==> src/rtl/wrr_req_client.sv <==
// Requester-side client for the weighted round-robin arbiter: per-requester pending
// counters drive req, each valid grant is served for SVC_CYC cycles and closed with ack.
module wrr_req_client #(
   parameter int unsigned N_REQ   = 32,
   parameter int unsigned ID_W    = 5,
   parameter int unsigned CNT_W   = 4,
   parameter int unsigned SVC_CYC = 2
) (
   input  logic             clk,
   input  logic             rst,
   input  logic             enq_valid,
   input  logic [ID_W-1:0]  enq_id,
   output logic             enq_ready,
   output logic [N_REQ-1:0] req,
   output logic             ack,
   input  logic [N_REQ-1:0] gnt_w,
   input  logic [ID_W-1:0]  gnt_id,
   output logic             done_valid,
   output logic [ID_W-1:0]  done_id,
   output logic             err_proto
);

   localparam int unsigned      SVC_W   = 8;
   localparam logic [CNT_W-1:0] CNT_MAX = '1;
   localparam logic [N_REQ-1:0] GNT_ONE = N_REQ'(1);

   typedef enum logic [1:0] {
      ST_IDLE  = 2'd0,
      ST_SERVE = 2'd1,
      ST_ACK   = 2'd2
   } state_e;

   state_e             state_q, state_d;
   logic [SVC_W-1:0]   svc_q, svc_d;
   logic [ID_W-1:0]    cur_id_q, cur_id_d;
   logic [N_REQ-1:0]   cur_w_q, cur_w_d;
   logic               ack_q, ack_d;
   logic [ID_W-1:0]    done_id_q, done_id_d;
   logic               err_q, err_d;
   logic [CNT_W-1:0]   pend_q [N_REQ];
   logic [CNT_W-1:0]   pend_d [N_REQ];

   logic               gnt_onehot_c;
   logic               gnt_match_c;
   logic               gnt_valid_c;
   logic               deq_c;
   logic               enq_fire_c;

   // Request vector and back-pressure come straight from the registered counters.
   always_comb begin
      for (int i = 0; i < int'(N_REQ); i++) begin
         req[i] = (pend_q[i] != '0);
      end
   end

   assign enq_ready  = (pend_q[enq_id] != CNT_MAX);
   assign enq_fire_c = enq_valid & enq_ready;

   assign gnt_onehot_c = (gnt_w != '0) && ((gnt_w & (gnt_w - GNT_ONE)) == '0);
   assign gnt_match_c  = (gnt_w == (GNT_ONE << gnt_id));
   assign gnt_valid_c  = gnt_onehot_c & gnt_match_c & req[gnt_id];

   // Grant acceptance, service countdown and ack sequencing.
   always_comb begin
      state_d   = state_q;
      svc_d     = svc_q;
      cur_id_d  = cur_id_q;
      cur_w_d   = cur_w_q;
      ack_d     = 1'b0;
      done_id_d = done_id_q;
      err_d     = err_q;
      deq_c     = 1'b0;

      case (state_q)
         ST_IDLE: begin
            if (gnt_w != '0) begin
               if (gnt_valid_c) begin
                  cur_id_d = gnt_id;
                  cur_w_d  = gnt_w;
                  svc_d    = SVC_W'(SVC_CYC - 1);
                  if (SVC_CYC == 1) begin
                     state_d   = ST_ACK;
                     ack_d     = 1'b1;
                     done_id_d = gnt_id;
                  end else begin
                     state_d = ST_SERVE;
                  end
               end else begin
                  err_d = 1'b1;
               end
            end
         end
         ST_SERVE: begin
            if (gnt_w != cur_w_q) begin
               err_d = 1'b1;
            end
            svc_d = svc_q - SVC_W'(1);
            if (svc_q == SVC_W'(1)) begin
               state_d   = ST_ACK;
               ack_d     = 1'b1;
               done_id_d = cur_id_q;
            end
         end
         ST_ACK: begin
            deq_c   = 1'b1;
            state_d = ST_IDLE;
         end
         default: begin
            state_d = ST_IDLE;
         end
      endcase
   end

   // Enqueue and completion on the same id cancel out.
   always_comb begin
      for (int i = 0; i < int'(N_REQ); i++) begin
         logic inc;
         logic dec;
         inc       = enq_fire_c && (enq_id == ID_W'(i));
         dec       = deq_c && (cur_id_q == ID_W'(i));
         pend_d[i] = pend_q[i];
         if (inc && !dec) begin
            pend_d[i] = pend_q[i] + CNT_W'(1);
         end else if (dec && !inc) begin
            pend_d[i] = pend_q[i] - CNT_W'(1);
         end
      end
   end

   always_ff @(posedge clk or negedge rst) begin
      if (!rst) begin
         state_q   <= ST_IDLE;
         svc_q     <= '0;
         cur_id_q  <= '0;
         cur_w_q   <= '0;
         ack_q     <= 1'b0;
         done_id_q <= '0;
         err_q     <= 1'b0;
         for (int i = 0; i < int'(N_REQ); i++) begin
            pend_q[i] <= '0;
         end
      end else begin
         state_q   <= state_d;
         svc_q     <= svc_d;
         cur_id_q  <= cur_id_d;
         cur_w_q   <= cur_w_d;
         ack_q     <= ack_d;
         done_id_q <= done_id_d;
         err_q     <= err_d;
         for (int i = 0; i < int'(N_REQ); i++) begin
            pend_q[i] <= pend_d[i];
         end
      end
   end

   assign ack        = ack_q;
   assign done_valid = ack_q;
   assign done_id    = done_id_q;
   assign err_proto  = err_q;

endmodule

==> config.mk <==
export PLATFORM = sky130hd
export DESIGN_NAME = wrr_req_client
export DESIGN_NICKNAME = d
export VERILOG_FILES = /design/src/rtl/wrr_req_client.sv
export SDC_FILE = /design/constraint.sdc
export NUM_CORES = 1
export LEC_CHECK = 0
export ABC_AREA = 0
export CAP_MARGIN = 5
export CORE_ASPECT_RATIO = 1.75
export CORE_MARGIN = 1
export CORE_UTILIZATION = 38
export CTS_CLUSTER_DIAMETER = 120
export DETAILED_ROUTE_END_ITERATION = 16
export GPL_TIMING_DRIVEN = 1
export HOLD_SLACK_MARGIN = 0.03
export PLACE_DENSITY_LB_ADDON = 0.05
export SLEW_MARGIN = 20
export SYNTH_ARGS = -nofsm -noshare
export SYNTH_HDL_FRONTEND = slang
export SYNTH_SLANG_ARGS = --single-unit
==> constraint.sdc <==
create_clock -name clk -period 4 [get_ports clk]
set_input_delay 0.8 -clock clk [delete_from_list [all_inputs] [get_ports clk]]
set_output_delay 0.8 -clock clk [all_outputs]
set_load 0.01 [all_outputs]
==> flow_summary.json, run 1 <==
{
  "drt_pass1_iterations": 6,
  "numCtsBuffers": 17,
  "grt_busiest_layer": "met2",
  "grt.total_usage_pct": 23.93,
  "cts_tree": "yes",
  "pre_cts_slack_ns": -0.6399,
  "start_kind": "input pin",
  "period_share_pct": 98.17,
  "avgSynthCellArea_sq_um": 10.09,
  "clock-sinks": 182,
  "async_flop_share_pct": 100.0,
  "clock_latency_ns": 0.46,
  "fp.dieArea_sq_um": 35410,
  "slew_headroom_pct": 35.36,
  "power.net_switching_mw": 1.268,
  "outcome": "completed",
  "synth_ff_type": "dfrtp_1",
  "peakVddDrop_v": 0.0003020,
  "synth_cell_types": 71,
  "netlist_top_cells_area": "dfrtp_1 35%, ha_1 9.3%, xnor2_1 7.9%",
  "clockRootBuffer": "clkbuf_16",
  "vias_per_cell": 5.256,
  "synth_area_sq_um": 13160,
  "p_int_mw": 3.374,
  "crit_type": "input pin to register",
  "crit_arrival_ns": 4.27,
  "drive_gt1_share_pct": 26.08,
  "ff2ff_path_depth": 15,
  "grt_pass1_wl_um": 62830,
  "power_frac_seq_pct": 43.1,
  "p_total_mw": 4.642,
  "place.port_buffers": 85,
  "hp-class": "input pin to asynchronous set/reset pin",
  "die_h_um": 248.2,
  "combPwrFrac_pct": 16.3,
  "maxSlewViolCount": 0,
  "syn_nets": 1479,
  "io_pins": 86,
  "final_cell_mix": "250 x buf_4, 182 x dfrtp_1, 118 x xnor2_1, 102 x nor2_1, 98 x ha_1",
  "ys_seq_elements": 182,
  "p_leak_nw": 6.847,
  "clockBufferDepth": 2,
  "worst_pin_slew_ns": 0.9661,
  "gr-usage-met1_pct": 25.08,
  "critPathMaxStageDelay_ns": 0.68,
  "grt_use_met2_pct": 45.40,
  "drt_iter0_drc": 459,
  "finalHoldViolCount": 0,
  "syn2layout_area_growth_pct": 30.68,
  "start_util_pct": 38.87,
  "fp.dieW_um": 142.7,
  "cp_data_required_time_ns": 4.35,
  "fin_skew_ns": 0.009645,
  "holdWs_ns": 0.3162,
  "fin_nets": 1784,
  "drc": 0,
  "cp_cell_sequence": "clkdlybuf4s50_1 -> nor4_2 -> buf_4 -> buf_4 -> nand3_1 -> or4_4 -> mux2_4 -> nor3_2 -> nand4_1 -> or4_4 -> clkbuf_16 -> mux2_4",
  "vias": 10920,
  "grt_overflow": 0,
  "grt_pass1_vias": 11320,
  "mostFrequentLayoutCell": "buf_4",
  "post-route-util_pct": 50.80,
  "routedWlPerCell_um": 19.58,
  "max_freq_mhz": 254.7,
  "yosys_warnings": 0,
  "crit_fanout": 6,
  "worst_slack_ns": 0.07322,
  "seq_area_frac_synth_pct": 34.61,
  "layout_min_cycle_time_ns": 3.927,
  "num_rows": 89,
  "dp_hpwl_um": 32180,
  "p_per_area_nw_per_um2": 269.9,
  "routed_wl_um": 40660,
  "switching_share_pct": 27.31,
  "final_antenna_net_count": 0,
  "slowest_stage": "or4_4",
  "path_clk_slew_ns": 0.07,
  "clock_power_share_pct": 40.6,
  "antenna_cells": 0,
  "synth_enable_flop_cells": 0,
  "end_kind": "register",
  "place_congestion": 0.9758,
  "antenna_found_initial": 0,
  "netlist_instances": 1304,
  "synth_top_area_share_pct": 34.61,
  "max_cap_violations": 0,
  "met3_usage_pct": 2.672,
  "synth_top_area_cell": "dfrtp_1",
  "finalSetupViolCount": 0,
  "grt_max_degree": 70,
  "floorplan.core_area_sq_um": 33850,
  "h-tree-depth": 4
}
## cell families (layout without fill, tap and decap cells)
| logic type | count (synthesis) | in the layout | share of synthesized area (%) |
|---|---|---|---|
| XOR/XNOR | 162 | 162 | 10.78 |
| adder cells (fa/ha/maj) | 130 | 130 | 14.19 |
| AO/OA/AOI/OAI | 189 | 189 | 9.442 |
| buffers and inverters | 123 | 441 | 3.775 |
| multiplexers | 101 | 101 | 10.35 |
| AND/OR/NAND/NOR | 417 | 417 | 16.85 |
| flip-flops | 182 | 182 | 34.61 |
## worst paths after layout
path | from | endpoint | slack [ns]
hold / removal | rst | svc_q[3] | 0.32
min in group clk | pend_q[83] | pend_q[83] | 0.49
hold reg to reg | pend_q[83] | pend_q[83] | 0.49
setup reg to reg | pend_q[4] | pend_q[39] | 0.52
max in group asynchronous | rst | cur_w_q[1] | 2.74
setup / recovery | gnt_w[8] | cur_w_q[25] | 0.07
## critical path, delay by kind of cell
kind                   cells  cell delay [ns]
buffers and inverters      4             1.01
AND/OR/NAND/NOR            6             1.86
multiplexers               2             0.61
## power groups by stage
stage / Clock, mW / Combinational, mW / Sequential, mW
floorplan: 0 / 0.388 / 2.01
global placement: 0 / 0.744 / 2.03
detailed placement: 0 / 0.749 / 2.04
CTS: 1.93 / 0.761 / 2.00
global route: 1.98 / 0.838 / 2.01
finish: 1.89 / 0.756 / 2.00
## layout make-up
cell class	count	area [sq um]
Fill cell	3200	16660
Multi-Input combinational cell	999	8183
Sequential cell	182	4554
Timing Repair Buffer	350	3035
Tap cell	455	569.3
Clock buffer	22	464.2
Inverter	59	221.5
Clock inverter	10	168.9
## repair_timing
action / CTS / global route
endpoints found under the setup margin: 38 / 47
cloned: 1 / 3
pin swaps: 0 / 11
gates resized for setup: 4 / 30
hold buffers: 0 / 0
buffers inserted: 2 / 3
## flip-flops by register name (all words and copies together) (netlist names)
register   count
ack            1
cur_id_q       5
cur_w_q       32
done_id        5
err_proto      1
pend_q       128
state_q        2
svc_q          8
## routing by layer
layer / up-vias / wire length [um] / share of wire [%]
met5: - / 0 / 0
met4: 0 / 2338 / 5.8
met3: 85 / 1011 / 2.5
met2: 214 / 22070 / 54
met1: 5339 / 15230 / 37
li1: 5279 / - / -
## through the flow
step	cell area, sq um	instances	TNS (ns)
floorplan	13160	1304	0
global placement	16300	2036	-45.12
detailed placement	16300	2036	-47.97
CTS	17010	2071	0
global route	17200	2077	-0.2720
finish	17200	2077	0
## Yosys cell counts, types with 7 or more instances
library cell  count
mux4_2           14
nor2b_1          10
a21oi_1          40
xor2_1           44
inv_1            59
a21o_1           34
clkbuf_1         48
nor2_1          103
nand4_1          45
mux2_4           20
o21ai_0          53
mux2_2           61
nor3_1           22
dfrtp_1         182
xnor2_1         118
nand2_1          93
fa_1             32
nor4_1           34
o31ai_1           7
nand3_1          16
or4_1            22
or3_1            10
buf_1            10
ha_1             98
nand2b_1         10
Note: power is estimated with default switching activity, not from simulation.
==> run 2: changes to the inputs <==
- DONT_BUFFER_PORTS: not set -> 1
==> run 2 against run 1 <==
Cell count decreased by 16%. Global-route usage down 1.2 points. Utilization decreased by 8.6 points. Critical endpoint is now pend_q[75]. Wire length shrank 6.6%. Design area fell by 17%. Clock power decreased by 10%.
==> flow_summary.json, run 2 (synthesis results as in run 1) <==
{
  "final-seq-area_sq_um": 4554,
  "final-instance-count-excl-fill": 1753,
  "final_cell_mix": "182 x dfrtp_1, 118 x xnor2_1, 103 x nor2_1, 98 x ha_1, 93 x nand2_1",
  "finalHoldViolCount": 0,
  "cp_data_required_time_ns": 4.34,
  "period_share_pct": 89.47,
  "grt_pass1_wl_um": 59690,
  "num_rows": 89,
  "crit_arrival_ns": 3.92,
  "floorplan.core_area_sq_um": 33850,
  "syn2layout_area_growth_pct": 8.453,
  "start_util_pct": 38.87,
  "clockRootBuffer": "clkbuf_16",
  "h-tree-depth": 4,
  "max_freq_mhz": 279.4,
  "p_per_area_nw_per_um2": 293.2,
  "antenna_cells": 0,
  "fp.dieArea_sq_um": 35410,
  "setup_tns_ns": 0,
  "grt_max_degree": 135,
  "maxSlewViolCount": 0,
  "outcome": "completed",
  "place.port_buffers": 0,
  "place_congestion": 0.8857,
  "layout_min_cycle_time_ns": 3.579,
  "start_kind": "register",
  "grt.total_usage_pct": 22.74,
  "path_clk_slew_ns": 0.07,
  "worst_pin_slew_ns": 0.8407,
  "p_leak_nw": 5.164,
  "rsz0062_at_grt": "no",
  "mostFrequentLayoutCell": "dfrtp_1",
  "worst_slack_ns": 0.4212,
  "final_antenna_net_count": 0,
  "largest_reg_flops": 128,
  "vias_per_cell": 5.590,
  "end_kind": "register",
  "dp_cells": 1720,
  "fin_skew_ns": 0.01023,
  "die_h_um": 248.2,
  "routedWlPerCell_um": 21.67,
  "post-route-util_pct": 42.16,
  "drt_iter0_drc": 435,
  "peakVddDrop_v": 0.0002896,
  "crit_fanout": 5,
  "finalSetupViolCount": 0,
  "max_cap_violations": 0,
  "place_area_sq_um": 13650,
  "clockBufferDepth": 2,
  "grt_overflow": 0,
  "top_register": "pend_q",
  "reg_top3": "pend_q (128), cur_w_q (32), svc_q (8)",
  "fp.dieW_um": 142.7,
  "drc": 0,
  "fin_nets": 1461,
  "vias": 9800,
  "nFillCells": 3338,
  "pre_cts_slack_ns": 0.08586,
  "hp-class": "input pin to asynchronous set/reset pin",
  "slew_headroom_pct": 43.75,
  "cts_tree": "yes",
  "crit_type": "register to register",
  "dp_hpwl_um": 28900,
  "p_total_mw": 4.184,
  "io_pins": 86,
  "routed_wl_um": 37980,
  "multi_input_area_sq_um": 8108,
  "grt_pass1_vias": 10030,
  "clock_latency_ns": 0.46,
  "antenna_found_initial": 0,
  "design_area_sq_um": 14270,
  "drt_pass1_iterations": 5,
  "numCtsBuffers": 17,
  "holdWs_ns": 0.2090,
  "clock-sinks": 182,
  "drive_gt1_share_pct": 13.25
}
run 2: cell count changes in the layout (fill, tap and decap cells not counted), moves of 3 or more:
cell             before  now
buf_4               250   24
nor4_1               27   34
buf_6                 4    0
buf_12                7    1
nor4_2                6    0
clkinv_2              0    6
clkbuf_8              3    0
clkdlybuf4s50_1      71    0
dlymetal6s2s_1       11    0
run 2: power breakdown:
part | internal [mW] | switching, mW
combinational | 0.235 | 0.247
clock | 0.915 | 0.789
sequential | 1.90 | 0.0942
total | 3.05 | 1.13
run 2: path summary, 6_finish.rpt:
check	cells past startpoint	slack, ns	to	from
max	14	0.42	pend_q[75]	pend_q[72]
min	1	0.21	pend_q[63]	rst
max reg2reg	14	0.42	pend_q[75]	pend_q[72]
min reg2reg	1	0.49	pend_q[67]	pend_q[67]
max in group asynchronous	1	3.08	pend_q[98]	rst
min in group clk	1	0.49	cur_w_q[13]	gnt_w[13]
run 2: final cells by class:
cell class	count	share of cell area, %
multi-input combinational	999	56.81
sequential	182	31.91
timing repair buffer	27	1.789
inverter	59	1.552
tap	455	3.989
clock inverter	13	0.9381
clock buffer	18	3.007
run 2: timing repair:
action                    CTS  global route
gates resized for setup     0             0
hold buffers                2             0
setup buffers               0             0
hold endpoints to repair  134             0
run 2: critical path, stage by stage, from the launching register on:
cell and delay [ns]:
dfrtp_1 0.45, nand4_1 0.16, mux4_2 0.54, mux4_2 0.52
nand3b_1 0.18, or3b_2 0.22, nor2_1 0.07, ha_1 0.26
inv_1 0.13, ha_1 0.24, a21o_1 0.17, a21oi_1 0.17
xnor2_1 0.15, nor2_1 0.07, xor2_1 0.14
run 2: per-layer routing:
metal	up-vias	part of all wire (%)	track usage, %
li1	4643	-	-
met1	4863	38	24.63
met2	225	53	41.75
met3	69	4.5	4.325
met4	0	4.3	11.51
met5	-	0	0
==> run 3: changes to the inputs <==
- GPL_TIMING_DRIVEN: 1 -> 0
- SLEW_MARGIN: 20 -> not set
- clock period: 4 -> 4.4 ns (I/O delays scaled with it)
==> run 3 against run 2 <==
Worst setup slack worse by 0.32 ns. Largest power group unchanged. Non-clock buffer count rose by 36. Count of clock-buffer cells in the layout up 1. Sequential share of layout area down 0.29 points. Wire length increased by 2.2%. Worst hold slack worse by 0.092 ns. Cell count rose by 2.1%. Design area rose by 0.93%. Clock skew increased by 0.0024 ns. Sequential cell count stayed put. First-iteration DRC count rose by 14%.
==> flow_summary.json, run 3 (synthesis results as in run 1) <==
{
  "place_congestion": 0.9418,
  "dp_cells": 1759,
  "r2r-end": "cur_w_q[20]",
  "fin_skew_ns": 0.01266,
  "antenna_found_initial": 0,
  "peakVddDrop_v": 0.0002556,
  "grt_overflow": 0,
  "cts_tree": "yes",
  "antenna_cells": 0,
  "routedWlPerCell_um": 21.69,
  "reg_top3": "pend_q (128), cur_w_q (32), svc_q (8)",
  "grt.total_usage_pct": 23.33,
  "post-route-util_pct": 42.55,
  "p_per_area_nw_per_um2": 282.3,
  "io_pins": 86,
  "outcome": "completed",
  "grt_max_degree": 183,
  "syn2layout_area_growth_pct": 9.461,
  "fp.dieArea_sq_um": 35410,
  "clock-sinks": 182,
  "final-seq-area_sq_um": 4554,
  "maxSlewViolCount": 0,
  "max_freq_mhz": 232.8,
  "rsz0062_at_grt": "no",
  "hp-class": "input pin to asynchronous set/reset pin",
  "final_antenna_net_count": 0,
  "slew_headroom_pct": 31.31,
  "largest_reg_flops": 128,
  "mostFrequentLayoutCell": "dfrtp_1",
  "place.port_buffers": 0,
  "numCtsBuffers": 17,
  "die_h_um": 248.2,
  "finalHoldViolCount": 0,
  "finalSetupViolCount": 0,
  "crit_type": "input pin to register",
  "nFillCells": 3343,
  "clock_latency_ns": 0.46,
  "p_leak_nw": 5.158,
  "ff2ff_path_depth": 9,
  "period_share_pct": 97.61,
  "fin_nets": 1497,
  "post_cts_resized": 5,
  "grt_pass1_wl_um": 61090,
  "start_kind": "input pin",
  "crit_fanout": 10,
  "vias_per_cell": 5.546,
  "top_register": "pend_q",
  "crit_arrival_ns": 4.63,
  "clockRootBuffer": "clkbuf_16",
  "grt_pass1_vias": 10220,
  "drt_iter0_drc": 494,
  "path_clk_slew_ns": 0.08,
  "dp_hpwl_um": 29670,
  "postCtsSetupBuffers": 0,
  "postCtsHoldBufs": 0,
  "clockBufferDepth": 2,
  "final_cell_mix": "182 x dfrtp_1, 118 x xnor2_1, 103 x nor2_1, 98 x ha_1, 93 x nand2_1",
  "setup_tns_ns": 0,
  "drt_pass1_iterations": 6,
  "r2r_start": "pend_q[4]",
  "crit_start": "gnt_id[0]",
  "end_kind": "register",
  "floorplan.core_area_sq_um": 33850,
  "drive_gt1_share_pct": 11.76,
  "fp.dieW_um": 142.7,
  "cpMostUsedCell": "buf_6",
  "vias": 9928,
  "start_util_pct": 38.87,
  "multi_input_area_sq_um": 8114,
  "max_cap_violations": 0,
  "final-instance-count-excl-fill": 1790,
  "cp_cell_sequence": "clkbuf_1 -> clkbuf_4 -> nor4bb_1 -> mux2_2 -> o21ai_0 -> o2111ai_1 -> nor4_2 -> nand2_1 -> or4_4 -> buf_6 -> buf_6 -> mux2_4",
  "critPathMaxStageDelay_ns": 0.58,
  "h-tree-depth": 4,
  "num_rows": 89,
  "drc": 0,
  "worst_pin_slew_ns": 1.028,
  "cp_data_required_time_ns": 4.74,
  "layout_min_cycle_time_ns": 4.295,
  "slowest_stage": "or4_4",
  "reg2reg_slack_ns": 0.61,
  "routed_wl_um": 38820
}
[run 3: worst max-delay path: cells and delay by family]
| kind | cells | cell delay (ns) |
|---|---|---|
| buffers and inverters | 4 | 0.98 |
| AND/OR/NAND/NOR | 4 | 1.53 |
| multiplexers | 2 | 0.68 |
| AO/OA/AOI/OAI | 2 | 0.53 |
[run 3: how the worst max path moves through the flow]
stage | end | slack [ns]
after global routing | cur_w_q[20] | 0.02
final | cur_w_q[20] | 0.10
after CTS | cur_w_q[11] | 0.07
after floorplan | cur_w_q[10] | 0.32
after detailed placement | cur_w_q[10] | -0.89
after global placement | cur_w_q[10] | -0.85
[run 3: metrics by stage]
step | power, mW | hold WS (ns) | setup slack (ns) | cell area (sq um)
2_1_floorplan | 2.181 | 0.4546 | 0.3204 | 13160
3_3_place_gp | 2.321 | 0.4723 | -0.8530 | 13730
3_5_place_dp | 2.326 | 0.4730 | -0.8931 | 13730
4_1_cts | 4.125 | 0.09407 | 0.06681 | 14400
5_1_grt | 4.243 | 0.09529 | 0.02041 | 14400
6_report | 4.066 | 0.1165 | 0.1050 | 14400
[run 3: power breakdown]
| part | leakage (nW) | internal [mW] | switching [mW] | total (mW) |
|---|---|---|---|---|
| clock network | 0.311 | 1.03 | 0.739 | 1.77 |
| registers | 1.85 | 1.73 | 0.0855 | 1.82 |
| logic | 2.99 | 0.213 | 0.266 | 0.479 |
| total | 5.16 | 2.98 | 1.09 | 4.07 |
[run 3: final cells by class]
type	instances	share of cell area [%]
Sequential cell	182	31.62
Tap cell	455	3.952
Inverter	59	1.538
Multi-Input combinational cell	999	56.33
Clock inverter	13	1.503
Clock buffer	19	3.075
Buffer	63	1.981
[run 3: layer usage]
metal	part of all wire (%)	GRT usage (%)	up-vias
met2	53	42.81	229
met1	38	25.47	4902
met5	0	0	-
li1	-	-	4713
met3	4.2	4.114	84
met4	4.5	11.86	0
